--- src/rtl/complex_mult_rs.sv ---
// Pipelined complex multiplier p = a*b or a*conj(b), with rounding, shift and saturation.
// Four register stages carry data, conj select and valid; enable stalls every stage together.
module complex_mult_rs #(
  parameter int IN_W  = 16,
  parameter int OUT_W = 16,
  parameter int SHIFT = 15
) (
  input  logic                    clock,
  input  logic                    rstn,
  input  logic                    enable,
  input  logic                    conj_b,
  input  logic signed [IN_W-1:0]  a_i,
  input  logic signed [IN_W-1:0]  a_q,
  input  logic signed [IN_W-1:0]  b_i,
  input  logic signed [IN_W-1:0]  b_q,
  input  logic                    input_strobe,
  output logic signed [OUT_W-1:0] p_i,
  output logic signed [OUT_W-1:0] p_q,
  output logic                    sat,
  output logic                    output_strobe
);

  localparam int PW = 2 * IN_W;
  localparam int SW = PW + 1;
  localparam int RW = SW + 1;
  localparam int RNDPOS = (SHIFT > 0) ? SHIFT - 1 : 0;

  localparam logic signed [RW-1:0] RND  = (SHIFT > 0) ? RW'(64'sd1 <<< RNDPOS) : '0;
  localparam logic signed [RW-1:0] MAXV = RW'((64'sd1 <<< (OUT_W - 1)) - 64'sd1);
  localparam logic signed [RW-1:0] MINV = RW'(-(64'sd1 <<< (OUT_W - 1)));

  // Stage 1: operand capture
  logic signed [IN_W-1:0] ar_q, ai_q, br_q, bi_q;
  logic                   conj1_q, v1_q;

  // Stage 2: partial products
  logic signed [PW-1:0] prr_d, pii_d, pir_d, pri_d;
  logic signed [PW-1:0] prr_q, pii_q, pir_q, pri_q;
  logic                 conj2_q, v2_q;

  // Stage 3: full-precision sums
  logic signed [SW-1:0] sumI_d, sumQ_d;
  logic signed [SW-1:0] sumI_q, sumQ_q;
  logic                 v3_q;

  // Stage 4: rounded, saturated result
  logic signed [OUT_W-1:0] p_i_d, p_q_d, p_i_q, p_q_q;
  logic                    sat_d, sat_q, vout_q;

  // Returns {clip, value}: round half toward +inf, arithmetic shift, clamp to OUT_W.
  function automatic logic [OUT_W:0] roundSat(input logic signed [SW-1:0] s);
    logic signed [RW-1:0] r;
    logic                 clip;
    logic [OUT_W-1:0]     val;
    r = RW'(s) + RND;
    r = r >>> SHIFT;
    clip = 1'b0;
    val  = r[OUT_W-1:0];
    if (r > MAXV) begin
      clip = 1'b1;
      val  = MAXV[OUT_W-1:0];
    end else if (r < MINV) begin
      clip = 1'b1;
      val  = MINV[OUT_W-1:0];
    end
    return {clip, val};
  endfunction

  always_comb begin
    prr_d = PW'(ar_q) * PW'(br_q);
    pii_d = PW'(ai_q) * PW'(bi_q);
    pir_d = PW'(ai_q) * PW'(br_q);
    pri_d = PW'(ar_q) * PW'(bi_q);
  end

  // One extra bit keeps (-2^(IN_W-1))^2 + (-2^(IN_W-1))^2 from wrapping.
  always_comb begin
    if (conj2_q) begin
      sumI_d = SW'(prr_q) + SW'(pii_q);
      sumQ_d = SW'(pir_q) - SW'(pri_q);
    end else begin
      sumI_d = SW'(prr_q) - SW'(pii_q);
      sumQ_d = SW'(pir_q) + SW'(pri_q);
    end
  end

  always_comb begin
    logic [OUT_W:0] rsI, rsQ;
    rsI   = roundSat(sumI_q);
    rsQ   = roundSat(sumQ_q);
    p_i_d = rsI[OUT_W-1:0];
    p_q_d = rsQ[OUT_W-1:0];
    sat_d = rsI[OUT_W] | rsQ[OUT_W];
  end

  always_ff @(posedge clock or negedge rstn) begin
    if (!rstn) begin
      ar_q    <= '0;
      ai_q    <= '0;
      br_q    <= '0;
      bi_q    <= '0;
      conj1_q <= 1'b0;
      v1_q    <= 1'b0;
      prr_q   <= '0;
      pii_q   <= '0;
      pir_q   <= '0;
      pri_q   <= '0;
      conj2_q <= 1'b0;
      v2_q    <= 1'b0;
      sumI_q  <= '0;
      sumQ_q  <= '0;
      v3_q    <= 1'b0;
      p_i_q   <= '0;
      p_q_q   <= '0;
      sat_q   <= 1'b0;
      vout_q  <= 1'b0;
    end else if (enable) begin
      ar_q    <= a_i;
      ai_q    <= a_q;
      br_q    <= b_i;
      bi_q    <= b_q;
      conj1_q <= conj_b;
      v1_q    <= input_strobe;
      prr_q   <= prr_d;
      pii_q   <= pii_d;
      pir_q   <= pir_d;
      pri_q   <= pri_d;
      conj2_q <= conj1_q;
      v2_q    <= v1_q;
      sumI_q  <= sumI_d;
      sumQ_q  <= sumQ_d;
      v3_q    <= v2_q;
      p_i_q   <= p_i_d;
      p_q_q   <= p_q_d;
      sat_q   <= sat_d;
      vout_q  <= v3_q;
    end
  end

  assign p_i           = p_i_q;
  assign p_q           = p_q_q;
  assign sat           = sat_q;
  assign output_strobe = vout_q;

endmodule

--- config.mk ---
export PLATFORM = sky130hd
export DESIGN_NAME = complex_mult_rs
export DESIGN_NICKNAME = d
export VERILOG_FILES = /design/src/rtl/complex_mult_rs.sv
export SDC_FILE = /design/constraint.sdc
export NUM_CORES = 2
export LEC_CHECK = 0
export CAP_MARGIN = 20
export CORE_ASPECT_RATIO = 1.2
export CORE_MARGIN = 2
export CORE_UTILIZATION = 25
export CTS_CLUSTER_SIZE = 28
export DETAILED_ROUTE_END_ITERATION = 7
export GPL_TIMING_DRIVEN = 0
export PLACE_DENSITY = 0.46
export RECOVER_POWER = 50
export SLEW_MARGIN = 40
export SYNTH_ARGS = -nofsm -noshare
export SYNTH_HDL_FRONTEND = slang
export SYNTH_SLANG_ARGS = --single-unit
--- constraint.sdc ---
create_clock -name clock -period 9.8 [get_ports clock]
set_input_delay 2.94 -clock clock [delete_from_list [all_inputs] [get_ports clock]]
set_output_delay 2.94 -clock clock [all_outputs]
set_load 0.005 [all_outputs]
After elaboration in Yosys (flattened, before gate mapping)
Index checks and enable logic that the tools add are counted.
{ "op_classes": {"muxes": 10, "bitwise": 1, "addsub": 6, "n_lt_le_gt_ge": 4, "mul": 4} }
{ "op_table": {"columns": ["operator", "n"], "rows": [
  ["multiplier 16 x 16 -> 32 bit", 4],
  ["adder 33 x 16 -> 34 bit, second input constant", 2],
  ["adder 32 x 32 -> 33 bit", 2],
  ["two-way mux 33 bit", 2],
  ["subtractor 32 x 32 -> 33 bit", 2],
  ["two-way mux 16 bit", 4],
  ["> comparator 19 x 16 -> 1 bit, second input constant", 2],
  ["< comparator 19 x 16 -> 1 bit, second input constant", 2],
  ["two-way mux 1 bit", 4],
  ["bitwise OR 1 bit", 1]
]} }
{ "totals": {"out_inout_bits": 34, "elab_cells": 44, "input_bits": 69, "register_bits": 297} }

Logic depth before layout (Yosys ltp)
{ "depth": {"word_depth": 5, "ltp_mapped": 25, "mapped_depth_nobuf": 24} }

Worst setup path after synthesis
Ideal clock, no wire load.
{ "synth_timing": {"path_type": "reg-to-reg", "start": "register bi_q[1]", "end": "register pri_q[31]", "setup_ns": 0.082, "n_path_buf": 1, "synth_period_minus_slack_ns": 6.209, "path_slack_ns": 3.591, "stages_incl_launch_ff": 22, "arrival_ns": 6.127, "required_ns": 9.718, "cell_sequence": "dfrtp_1 clkbuf_1 nand2_1 inv_1 fa_1 fa_1 fa_1 fa_1 fa_1 inv_1 fa_1 inv_1 ha_1 a21o_1 a21o_1 a21oi_1 o21ai_0 or3_1 o211ai_1 a21oi_1 or3_1 a31oi_1"} }
{ "synth_via": {"elab_chain_len": 1} }
{ "synth_rtl": {"columns": ["item", "line", "rtl"], "rows": [
  ["from (decl)", "33", "logic signed [IN_W-1:0] ar_q, ai_q, br_q, bi_q;"],
  ["from (signal assigned)", "121", "bi_q <= b_q;"],
  ["multiplier 16 x 16 -> 32 bit", "73", "pri_d = PW'(ar_q) * PW'(bi_q);"],
  ["to (signal assigned)", "127", "pri_q <= pri_d;"],
  ["to (decl)", "38", "logic signed [PW-1:0] prr_q, pii_q, pir_q, pri_q;"]
]} }
No other way between the ends.
A chain may end at the register's enable or synchronous reset.

Worst setup path in the final report
{ "layout_timing": {"start": "register br_q[15]", "end": "register pir_q[31]"} }
{ "layout_via": {"elab_chain_len": 1} }
{ "layout_rtl": {"columns": ["item", "line", "rtl"], "rows": [
  ["from (decl)", "33", null],
  ["from (signal assigned)", "120", "br_q <= b_i;"],
  ["multiplier 16 x 16 -> 32 bit", "72", "pir_d = PW'(ai_q) * PW'(br_q);"],
  ["to (signal assigned)", "126", "pir_q <= pir_d;"],
  ["to (decl)", "38", null]
]} }
No other way between the ends.

==> impl_metrics.json <==
{
  "ys_ff_latch": 269,
  "ys_seq_area_frac": 0.126,
  "synth_top_area_frac": 0.391,
  "gp_congestion": 0.929,
  "synth.area.top_cells": "fa_1 (39%), dfrtp_1 (13%), ha_1 (9.2%)",
  "drt_iter0_drc": 2847,
  "post_cts_resize_count": 0,
  "rows": 186,
  "fill_cells": 23033,
  "io_buffer_count": 101,
  "syn_nets": 7203,
  "syn_inst": 5692,
  "gr-usage-all-layers": 0.198,
  "grt_pass1_vias": 43934,
  "tritoncts": "done",
  "vias": 40639,
  "arrival_ps": 9140,
  "fin_crit_sh": 0.884,
  "drtPass1Iterations": 6,
  "drv_cap": 2,
  "final_util": 0.282,
  "synthFlopType": "dfrtp_1",
  "rrSetupSlack_ps": 1140,
  "cts_setup_buffers": 0,
  "skew_ps": 51.4,
  "violations": "capacitance limit, slew limit",
  "slew_headroom": -1.64,
  "period_minus_slack_ps": 8660,
  "crit_path_start": "br_q[15]",
  "routed_wirelength_mm": 213,
  "netlist-cell-type-count": 78,
  "root_buffer": "clkbuf_16",
  "core_area_mm2": 0.214,
  "synth.avg_cell_area_um2": 9.42,
  "die_h_um": 511,
  "grt_max_degree": 68,
  "clock_latency_ps": 650,
  "status": "complete, but fails checks",
  "areaGrowthSynthToFinish_pct": 12.2,
  "finalHoldViolCount": 0,
  "async_flop_share": 1.00,
  "finalSetupViolCount": 0,
  "crit_required_ps": 10280,
  "hold_buffers": 0,
  "grt_overflow": 0,
  "yosys.area.top_type": "fa_1",
  "cp-start-kind": "flop",
  "path_class": "flop to flop",
  "io_pins": 103,
  "drive_gt1_frac": 0.0695,
  "final_common_cell": "inv_1",
  "nNetsFinal": 7362,
  "cts.sinks": 269,
  "synth_edf_count": 0,
  "grt_pass1_wl_mm": 311,
  "antenna_found_initial": 26,
  "r2r_start": "br_q[15]",
  "syn_area_mm2": 0.0536,
  "avgRoutedWirePerCell_um": 24.5,
  "hold_path_startpoint": "p_q[13]",
  "numCtsBuffers": 38,
  "drc": 0,
  "worstMarginPinSlew_ps": 3960,
  "hold_class": "flop to flop",
  "ant_nets": 0,
  "max_freq_mhz": 115,
  "clk_path_buf_depth": 3,
  "die-area_mm2": 0.218,
  "viasPerCell": 4.66,
  "ys_warn_count": 0,
  "place_hpwl_mm": 180,
  "cts.htree.levels": 2,
  "initial_core_util": 0.251,
  "clkTransAtPathRegs_ps": 60,
  "layout_common_cells": "inv_1 (1209), fa_1 (1048), nand2_1 (560), and2_1 (515), ha_1 (394)",
  "cp-end-kind": "flop",
  "critical_path.max_fanout": 11,
  "finalMaxSlewViolations": 102,
  "die_x_um": 427,
  "rsz0062_at_grt": "no"
}
layer usage:
| metal | wire length [um] | track usage | vias to the layer above |
|---|---|---|---|
| met1 | 86400 | 0.247 | 21202 |
| met2 | 101000 | 0.329 | 1274 |
| li1 | - | - | 17773 |
| met3 | 12600 | 0.0300 | 380 |
| met5 | 59 | 0 | - |
| met4 | 13800 | 0.106 | 10 |
flip-flops by register name (all words and copies together) (netlist names), 16 cells and up:
register,cells
ai_q,16
ar_q,16
bi_q,16
br_q,16
p_i,16
p_q,16
pii_q,32
pir_q,32
pri_q,32
prr_q,32
sumI_q,19
sumQ_q,19
per-stage QoR:
stage          hold WS [ps]  setup WS, ps   TNS, ps  cell area, um2  cells
2_1_floorplan           453          3590         0           53600   5692
3_3_place_gp            465         -7480  -1997320           58100   8613
3_5_place_dp            472          1190         0           58800   8630
4_1_cts                 485          1200         0           60100   8700
5_1_grt                 505           790         0           60100   8708
6_report                479          1140         0           60200   8718
cells by family (layout without fill, tap and decap cells):
| logic type | count (synthesis) | after routing | synth area share |
|---|---|---|---|
| mux | 166 | 166 | 0.0348 |
| other cells | 0 | 17 | 0 |
| simple gates | 1526 | 1526 | 0.143 |
| fa+ha+maj | 1443 | 1443 | 0.484 |
| xor+xnor | 238 | 238 | 0.0389 |
| flops | 269 | 269 | 0.126 |
| compound gates | 587 | 587 | 0.0714 |
| buf+inv | 1463 | 1652 | 0.103 |
cell type report:
cell class	count	area (um2)	share of cell area
multi-input combinational	3960	41500	0.690
sequential	269	6730	0.112
inverter	1210	4540	0.0755
tap	2820	3530	0.0587
timing repair buffer	119	1380	0.0230
buffer	253	1100	0.0183
clock buffer	49	1030	0.0172
clock inverter	21	280	0.00466
antenna	17	42.5	0.000707
path summary, 6_finish.rpt:
| path | end | cells past startpoint |
|---|---|---|
| min | p_q[13] | 1 |
| max reg2reg | pir_q[31] | 21 |
| min reg2reg | p_q[13] | 1 |
| max in group asynchronous | pir_q[19] | 2 |
| max | pir_q[31] | 21 |
| min in group asynchronous | pii_q[10] | 1 |
critical path, cell delays in order, from the launching register on:
cell      delay, ps
dfrtp_1         880
clkinv_1        750
clkbuf_2        570
nor2_1          240
fa_1            460
fa_1            490
fa_1            540
fa_1            440
fa_1            490
inv_1            50
fa_1            470
inv_1            40
ha_1            340
and4_1          240
o21ai_0         150
o211ai_1        180
o211ai_1        270
a311oi_1        700
a211o_1         250
a21oi_1         100
xnor2_2         650
a21oi_1         150
cells in the mapped netlist (all sizes together) (35+ instances only):
| master | count |
|---|---|
| inv | 1209 |
| fa | 1048 |
| nand3 | 57 |
| xnor2 | 173 |
| dfrtp | 269 |
| nand2b | 36 |
| mux2 | 164 |
| o21a | 35 |
| nand2 | 560 |
| and2 | 515 |
| a21o | 73 |
| ha | 394 |
| a21oi | 192 |
| nor3 | 52 |
| nor2 | 175 |
| xor2 | 65 |
| o21ai | 93 |
| clkbuf | 241 |
Power is not shown: default switching activity piles up to over one toggle a cycle in this logic, so the estimate is an artifact.
